### src/rtl/hd44780_pkg.sv
// Shared types and constants for the HD44780 power-on init sequencer.
// FSET selection between the two variants is made by HD44780_TWO_LINE_EN.
package hd44780_pkg;

    localparam int CNT_W = 16;

    typedef enum logic [2:0] {
        S_POR,
        S_SETUP,
        S_PULSE,
        S_WAIT,
        S_RUN
    } state_t;

    localparam logic [7:0] CMD_WAKE     = 8'h30;
    localparam logic [7:0] CMD_FSET_1L  = 8'h30;
    localparam logic [7:0] CMD_FSET_2L  = 8'h38;
    localparam logic [7:0] CMD_DISP_OFF = 8'h08;
    localparam logic [7:0] CMD_CLEAR    = 8'h01;
    localparam logic [7:0] CMD_ENTRY    = 8'h06;
    localparam logic [7:0] CMD_DISP_ON  = 8'h0C;

    // A zero-length wait still occupies one tick; oversize waits saturate.
    function automatic logic [CNT_W-1:0] wait_len(input int unsigned w);
        if (w == 0)
            return 16'd1;
        else if (w > 32'd65535)
            return 16'hFFFF;
        else
            return w[CNT_W-1:0];
    endfunction

endpackage

### src/rtl/hd44780_init_rom.sv
// Init command table: index -> command byte plus long-wait flag.
// Define HD44780_TWO_LINE_EN to select the 2-line function-set byte.
module hd44780_init_rom
    import hd44780_pkg::*;
(
    input  logic [2:0] i_idx,
    output logic [7:0] o_cmd,
    output logic       o_long
);

`ifdef HD44780_TWO_LINE_EN
    localparam logic [7:0] FSET = CMD_FSET_2L;
`else
    localparam logic [7:0] FSET = CMD_FSET_1L;
`endif

    always_comb begin
        o_cmd = CMD_WAKE;
        case (i_idx)
            3'd0:    o_cmd = CMD_WAKE;
            3'd1:    o_cmd = CMD_WAKE;
            3'd2:    o_cmd = CMD_WAKE;
            3'd3:    o_cmd = FSET;
            3'd4:    o_cmd = CMD_DISP_OFF;
            3'd5:    o_cmd = CMD_CLEAR;
            3'd6:    o_cmd = CMD_ENTRY;
            default: o_cmd = CMD_DISP_ON;
        endcase
    end

    assign o_long = (o_cmd == CMD_CLEAR);

endmodule

### src/rtl/hd44780_init_sequencer.sv
// HD44780 power-on init sequencer; hands the bus to a runtime writer once done.
// Build option: HD44780_TWO_LINE_EN (2-line function set, see hd44780_init_rom).
module hd44780_init_sequencer
    import hd44780_pkg::*;
#(
    parameter int POR_WAIT = 16000,
    parameter int CMD_WAIT = 50,
    parameter int CLR_WAIT = 2000,
    parameter int E_WIDTH  = 1
) (
    input  logic       i_clk,
    input  logic       i_reset,
    input  logic       i_ena,
    input  logic       i_reinit,
    input  logic       i_run_rs,
    input  logic       i_run_e,
    input  logic [7:0] i_run_d,
    output logic       o_rs,
    output logic       o_e,
    output logic [7:0] o_d,
    output logic       o_ready,
    output logic       o_run_reset
);

    localparam logic [CNT_W-1:0] T_POR = wait_len(POR_WAIT);
    localparam logic [CNT_W-1:0] T_CMD = wait_len(CMD_WAIT);
    localparam logic [CNT_W-1:0] T_CLR = wait_len(CLR_WAIT);
    localparam logic [CNT_W-1:0] T_EW  = wait_len(E_WIDTH);

    state_t           r_state;
    logic [2:0]       r_idx;
    logic [CNT_W-1:0] r_cnt;
    logic             r_long;
    logic             r_rs;
    logic             r_e;
    logic [7:0]       r_d;
    logic             r_ready;
    logic             r_run_reset;

    logic [2:0]       w_addr;
    logic [7:0]       w_cmd;
    logic             w_long;
    logic [CNT_W-1:0] w_target;
    logic             w_done;
    logic             w_run;

    // In S_WAIT the ROM looks one entry ahead so S_SETUP is entered with its byte.
    always_comb begin
        w_addr = r_idx;
        if (r_state == S_WAIT)
            w_addr = r_idx + 3'd1;
        else if (r_state == S_POR || r_state == S_RUN)
            w_addr = 3'd0;
    end

    hd44780_init_rom u_rom (
        .i_idx  (w_addr),
        .o_cmd  (w_cmd),
        .o_long (w_long)
    );

    always_comb begin
        w_target = 16'd1;
        case (r_state)
            S_POR:   w_target = T_POR;
            S_SETUP: w_target = 16'd1;
            S_PULSE: w_target = T_EW;
            S_WAIT:  w_target = r_long ? T_CLR : T_CMD;
            default: w_target = 16'd1;
        endcase
    end

    // r_cnt counts elapsed ticks in the current state, so it never exceeds target-1.
    assign w_done = (r_cnt >= (w_target - 16'd1));

    always_ff @(posedge i_clk) begin
        if (i_reset) begin
            r_state     <= S_POR;
            r_idx       <= 3'd0;
            r_cnt       <= '0;
            r_long      <= 1'b0;
            r_rs        <= 1'b0;
            r_e         <= 1'b0;
            r_d         <= 8'h00;
            r_ready     <= 1'b0;
            r_run_reset <= 1'b1;
        end else if (r_state == S_RUN) begin
            if (i_reinit) begin
                r_state     <= S_SETUP;
                r_idx       <= 3'd0;
                r_cnt       <= '0;
                r_rs        <= 1'b0;
                r_e         <= 1'b0;
                r_d         <= w_cmd;
                r_ready     <= 1'b0;
                r_run_reset <= 1'b1;
            end
        end else if (i_ena) begin
            if (!w_done) begin
                r_cnt <= r_cnt + 16'd1;
            end else begin
                r_cnt <= '0;
                case (r_state)
                    S_POR: begin
                        r_state <= S_SETUP;
                        r_idx   <= 3'd0;
                        r_rs    <= 1'b0;
                        r_e     <= 1'b0;
                        r_d     <= w_cmd;
                    end
                    S_SETUP: begin
                        r_state <= S_PULSE;
                        r_e     <= 1'b1;
                    end
                    S_PULSE: begin
                        r_state <= S_WAIT;
                        r_e     <= 1'b0;
                        r_long  <= w_long;
                    end
                    S_WAIT: begin
                        if (r_idx == 3'd7) begin
                            r_state     <= S_RUN;
                            r_ready     <= 1'b1;
                            r_run_reset <= 1'b0;
                        end else begin
                            r_state <= S_SETUP;
                            r_idx   <= r_idx + 3'd1;
                            r_d     <= w_cmd;
                        end
                    end
                    default: r_state <= S_POR;
                endcase
            end
        end
    end

    assign w_run       = (r_state == S_RUN);
    assign o_rs        = w_run ? i_run_rs : r_rs;
    assign o_e         = w_run ? i_run_e  : r_e;
    assign o_d         = w_run ? i_run_d  : r_d;
    assign o_ready     = r_ready;
    assign o_run_reset = r_run_reset;

endmodule

### config.mk
export PLATFORM = sky130hd
export DESIGN_NAME = hd44780_init_sequencer
export DESIGN_NICKNAME = d
export VERILOG_FILES = /design/src/rtl/hd44780_pkg.sv /design/src/rtl/hd44780_init_rom.sv /design/src/rtl/hd44780_init_sequencer.sv
export SDC_FILE = /design/constraint.sdc
export NUM_CORES = 1
export LEC_CHECK = 0
export BUFFER_PORTS_ARGS = -buffer_cell sky130_fd_sc_hd__buf_2
export CAP_MARGIN = 30
export CORE_MARGIN = 3
export CORE_UTILIZATION = 30
export DETAILED_ROUTE_END_ITERATION = 8
export GPL_TIMING_DRIVEN = 0
export PLACE_DENSITY_LB_ADDON = 0.15
export SYNTH_ARGS = -nofsm -noshare
export SYNTH_HDL_FRONTEND = slang
export SYNTH_HIERARCHICAL = 1
export SYNTH_SLANG_ARGS = --single-unit
export TNS_END_PERCENT = 1
### constraint.sdc
create_clock -name i_clk -period 6 [get_ports i_clk]
set_clock_uncertainty 0.1 [all_clocks]
set_input_delay 1.2 -clock i_clk [delete_from_list [all_inputs] [get_ports i_clk]]
set_output_delay 1.2 -clock i_clk [all_outputs]
set_load 0.05 [all_outputs]
## Yosys cells after proc, flatten, opt, wreduce, memory -nomap -nowiden

Cells that the tools add are included.
Widths: inputs -> output; s select.

| storage, ports and cells | value |
|---|---|
| register bits after elaboration | 35 |
| input port bits | 14 |
| output and inout bits | 12 |

| cells by class | value |
|---|---|
| $add $sub $neg | 3 |
| order comparisons | 1 |
| eq/ne operators | 14 |
| muxes and demuxes | 50 |
| bitwise gates (word level) | 1 |
| reductions and logical operators | 19 |

Operators with widths:

| operator | count |
|---|---|
| $mux 16 | 4 |
| $mux 8 | 6 |
| $mux 3 | 12 |
| $pmux 14 s2 | 1 |
| $pmux 6 s4 | 1 |
| $mux 1 | 21 |
| $add 16x1->16 const B | 1 |
| $ge 16x16->1 | 1 |
| $pmux 8 s2 | 1 |
| $sub 16x1->16 const B | 1 |
| $eq 3x3->1 const B | 5 |
| $eq 3x2->1 const B | 4 |
| $pmux 3 s4 | 1 |
| $reduce_and 4->1 | 3 |
| $mux 11 | 1 |
| $reduce_and 5->1 | 2 |
| $reduce_bool 2->1 | 5 |
| $eq 3x1->1 const B | 2 |
| $eq 6x1->1 const B | 1 |
| $logic_not 3->1 | 2 |
| $pmux 3 s2 | 1 |
| $reduce_bool 3->1 | 2 |
| $reduce_or 4->1 | 1 |
| $add 3x1->3 const B | 1 |
| other kinds (8) | 8 |

## Logic depth before layout (Yosys ltp)

| depth | value |
|---|---|
| depth after elaboration | 12 |
| mapped depth | 13 |

## By module

Netlist, hierarchy kept.

Modules (own cells, without submodules):

| module | times used | cells each | area an instance (µm²) | seq. area each (µm²) |
|---|---|---|---|---|
| hd44780_init_sequencer | 1 | 260 | 2,210.9 | 680.7 |
| hd44780_init_rom | 1 | 12 | 76.3 | 0.0 |

## Worst setup path after synthesis

Ideal clock, no wire load.

| timing path | value |
|---|---|
| path type | flip-flop to flip-flop |
| start | reg r_state[1] |
| end | reg r_state[2] |
| setup time | 0.123 ns |
| data arrival time | 3.242 ns |
| required time | 5.777 ns |
| path slack | 2.535 ns |
| stages on the path, launching flop included | 14 |
| period minus slack after synthesis | 3.465 ns |
| cell sequence | dfxtp_1 clkbuf_1 inv_1 nor2_1 nand2_1 and2_1 ha_1 nand2_1 or4_1 a311o_1 and3_4 a21oi_2 buf_6 mux2_1 |

| on the way | value |
|---|---|
| word-level cells in the longest chain between the ends | 6 |
| elaborated cells on any way between the ends | 16 |
| those cells by class | add/sub: 1; order compare: 1; eq/ne: 5; mux: 5; reduce/logical: 4 |

RTL lines:

| what | line | RTL |
|---|---|---|
| start: declaration | hd44780_init_sequencer.sv:30 | `state_t r_state;` |
| start signal: assignment | hd44780_init_sequencer.sv:78 | `r_state <= S_POR;` |
| start signal: assignment | hd44780_init_sequencer.sv:89 | `r_state <= S_SETUP;` |
| start signal: assignment | hd44780_init_sequencer.sv:105 | `r_state <= S_SETUP;` |
| $eq 3x2->1 or $logic_not 3->1 (tied branches) | hd44780_init_sequencer.sv:64, hd44780_init_sequencer.sv:103 |  |
| $pmux 14 s2 | hd44780_init_sequencer.sv:64 | `case (r_state)` |
| $sub 16x1->16 | hd44780_init_sequencer.sv:74 | `assign w_done = (r_cnt >= (w_target - 16'd1));` |
| $ge 16x16->1 | hd44780_init_sequencer.sv:74 |  |
| $reduce_bool 2->1 (no line) | -- |  |
| $reduce_and 3->1 (no line) | -- |  |

Several ways; a longest one is shown, not always the timed one. The select of a mux whose other input is x is not followed.
A chain may end at the register's enable or synchronous reset.

## Worst setup path in the final report

Same ends and word-level chain as after synthesis.

==> metrics.md <==
| Metric | Value |
|---|---|
| Share of layout cells above drive strength 1 | `between 10% and 20%` |
| Post-CTS Resized | `0` |
| Drt wl/cell | `roughly 13 um` |
| Vias after detailed routing | `~1,900` |
| CTS clk-pin slew, worst paths | `0.08 ns` |
| Reg-to-reg endpoint | `r_state[2]$_SDFFE_PP0P_` |
| Period utilisation layout | `between 60% and 70%` |
| Vias in the first global route | `1,728` |
| Final Hold Vio Count | `0` |
| Commonest cells after routing, fill and taps aside | `nand2_1 (40), dfxtp_1 (34), nand2b_1 (25), buf_2 (25), ha_1 (17)` |
| Synth Warn # | `6` |
| Min Clock Period, post-route | `roughly 4.1 ns` |
| Register-to-Register Path Depth | `13` |
| Power per cell area | `167 mW/mm^2` |
| Crit-path slowest cell | `or4_1` |
| Placer's final routability congestion estimate | `between 0.7 and 0.8` |
| Core Area | `~0.0073 sq mm` |
| Hold path cells | `2` |
| Number of synthesized flops with an enable pin | `0` |
| Gate Count Post-Synth | `around 270` |
| Crit Path Class | `flip-flop to flip-flop` |
| Setup_tns | `0 ns` |
| Crit-path cells | `clkbuf_1, inv_1, nor2_1, nand2_1, and2_1, ha_1, nand2_1, or4_1, a311o_1, and3_4, a21oi_2, buf_6, mux2_1` |
| Post CTS Setup Buffer Count | `0` |
| DR pass1 iterations | `6` |
| N_diodes | `0` |
| Buf+Inv Stages, Crit Path | `3` |
| Number of max-cap violations | `0` |
| Root buffer cell | `clkbuf_8` |
| Initial antenna violation count | `0` |
| Final-stage net count | `335` |
| Post-Syn Area | `around 0.0023 sq mm` |
| Crit Path Max Fanout | `10` |
| Final slew viol count | `0` |
| Die X | `93.3 um` |
| Leakage | `between 1 and 1.5 nW` |
| Power Total | `around 0.44 mW` |
| Startpoint types | `flip-flop` |
| Vias per inst | `around 4.7` |
| Die H | `between 90 and 100 um` |
| CP dominant cell by count | `nand2_1` |
| Gr ovfl total | `0` |
| Dpl ws | `just under 2 ns` |
| Endpoint type of the worst setup path | `flip-flop` |
| Req. time, crit path | `a little over 6 ns` |
| Area grow syn2layout | `15.0%` |
| Top delay family on crit path | `simple AND/OR/NAND/NOR gates` |
| Arr. time, crit path | `4.19 ns` |
| DRC | `0` |
| Hold_sp | `o_run_reset$_SDFFE_PP1P_` |
| Peak supply drop | `just over 0.07 mV` |
| Cell Rows | `31` |
| Min Hold Slack | `roughly 0.36 ns` |
| Die ar. | `just under 0.009 sq mm` |
| Synth Register Bits | `34` |
| Clk Latency, worst-skew pair | `approximately 0.3 ns` |
| Run status | `completed` |
| Initial Util | `31.2%` |
| Inserted Clock Buffers | `5` |
| Final HPWL DP | `3780 um` |
| HP Class | `flip-flop to flip-flop` |
| Worst r2r src | `r_state[1]$_SDFFE_PP0P_` |
| Cell variety after synth | `48` |
| H-tree levels | `2` |
| Max clock buf depth | `2` |
| Total GRT Usage | `a little over an eighth` |
| Asr flop ratio synth | `0%` |
| Max-slew headroom | `between 40% and 50%` |
| Cts hold-fix bufs | `0` |
| Top FF cell, synth | `dfxtp_1` |
| Port Buffers | `24` |
| TritonCTS clock tree | `built` |
| Seq/Total Area, Yosys | `between 20 and 30%` |
| Most common cell after layout, fill and taps aside | `nand2_1` |
| Worst path max stage delay | `just under 0.5 ns` |
| Io pins | `26` |
| Placed cell area | `0.00253 sq mm` |
| Post-route worst setup slack | `between 1.5 and 2 ns` |
| Design area | `roughly 0.0026 sq mm` |
| Hold EP | `o_run_reset$_SDFFE_PP1P_` |
| Post-route ant nets | `0` |
| Global-route wire length before repair | `approximately 8900 um` |
| CTS sink count | `34` |
| Fmax | `about 240 MHz` |
| Setup violators final | `0` |
| DRT iter0 DRCs | `67` |
| Worst-margin pin slew | `approximately 0.76 ns` |
| Routed wire length | `approximately 5200 um` |
| Mean Syn Cell Area | `roughly 8.4 sq um` |
| Flop2flop setup slack | `around 1.9 ns` |
| Unrepaired setup endpoints after global routing | `no` |
| Largest net degree at the start of global routing | `12` |
==> per-layer routing <==
layer	global-route usage [%]	up-vias	share of wire, %
met1	18.8	876	52
met2	18.8	23	42
li1	-	1005	-
met3	3.06	5	4.0
met4	4.76	0	1.4
met5	0	-	0
==> cell families after synthesis <==
logic type | share of synthesized area [%]
AND/OR/NAND/NOR | 33.4
AO/OA/AOI/OAI | 8.97
other | 0.164
adder cells (fa/ha/maj) | 9.30
multiplexers | 8.10
flip-flops | 29.8
XOR/XNOR | 5.36
buffers and inverters | 4.98
==> final cells by class <==
class	count	area, sq um
clock inverters	2	12.5
fillers	758	4700
well taps	99	124
plain buffers	17	95.1
inverters	5	18.8
multi-input cells	217	1500
repair buffers	24	120
clock buffers	6	82.6
flip-flops and latches	34	681
==> synthesized netlist by cell type, types with 3 or more instances <==
| library cell | n | area [sq um] |
|---|---|---|
| nand2_1 | 40 | 150 |
| and4_1 | 3 | 26.3 |
| nor2_1 | 14 | 52.6 |
| nand2b_1 | 25 | 156 |
| a32o_1 | 3 | 30.0 |
| a22o_1 | 3 | 26.3 |
| dfxtp_1 | 34 | 681 |
| a21oi_1 | 7 | 35.0 |
| o21ai_0 | 5 | 25.0 |
| xnor2_1 | 4 | 35.0 |
| mux2i_1 | 14 | 140 |
| inv_1 | 5 | 18.8 |
| mux2_2 | 3 | 33.8 |
| buf_4 | 4 | 30.0 |
| and2_1 | 6 | 37.5 |
| nand3_1 | 7 | 35.0 |
| clkbuf_1 | 10 | 37.5 |
| xor2_1 | 10 | 87.6 |
| nand4_1 | 6 | 37.5 |
| nor2b_1 | 3 | 18.8 |
| ha_1 | 17 | 213 |
| nor3_1 | 16 | 80.1 |
==> worst max-delay path by stage <==
stage | from | endpoint | slack (ns) | cells past startpoint
2_1_floorplan | r_state[1]$_SDFFE_PP0P_ | r_state[2]$_SDFFE_PP0P_ | 2.54 | 13
3_3_place_gp | r_state[0]$_SDFFE_PP0P_ | r_state[2]$_SDFFE_PP0P_ | 1.90 | 13
3_5_place_dp | r_state[0]$_SDFFE_PP0P_ | r_state[2]$_SDFFE_PP0P_ | 1.92 | 13
4_1_cts | r_state[1]$_SDFFE_PP0P_ | r_state[2]$_SDFFE_PP0P_ | 1.90 | 13
5_1_grt | r_state[1]$_SDFFE_PP0P_ | r_state[2]$_SDFFE_PP0P_ | 1.62 | 13
6_report | r_state[1]$_SDFFE_PP0P_ | r_state[2]$_SDFFE_PP0P_ | 1.90 | 13
==> metrics by stage <==
| step | instances | utilization (%) |
|---|---|---|
| after global placement | 396 | 34.6 |
| after floorplan | 273 | - |
| after detailed placement | 396 | 34.6 |
| after global routing | 404 | 35.9 |
| final | 404 | 35.9 |
| after CTS | 404 | 35.9 |
==> state kept, by name, summed over array words and instances (netlist names) <==
| name | cells |
|---|---|
| o_ready | 1 |
| r_cnt | 16 |
| o_run_reset | 1 |
| r_idx | 3 |
| r_state | 3 |
| r_d | 8 |
| r_e | 1 |
| r_long | 1 |
==> tightest hold or removal path, delay by kind of cell (launching register included) <==
family | cells | cell delay (ns)
DFF | 1 | 0.31
buffers and inverters | 1 | 0.05
AOI/OAI and AO/OA | 1 | 0.05
==> report_power, final <==
group          total [mW]  internal [mW]  switching (mW)
Combinational      0.0230         0.0111          0.0119
Clock               0.188         0.0924          0.0956
Sequential          0.229          0.227         0.00230
No activity file was read; power rests on OpenSTA's default activity.
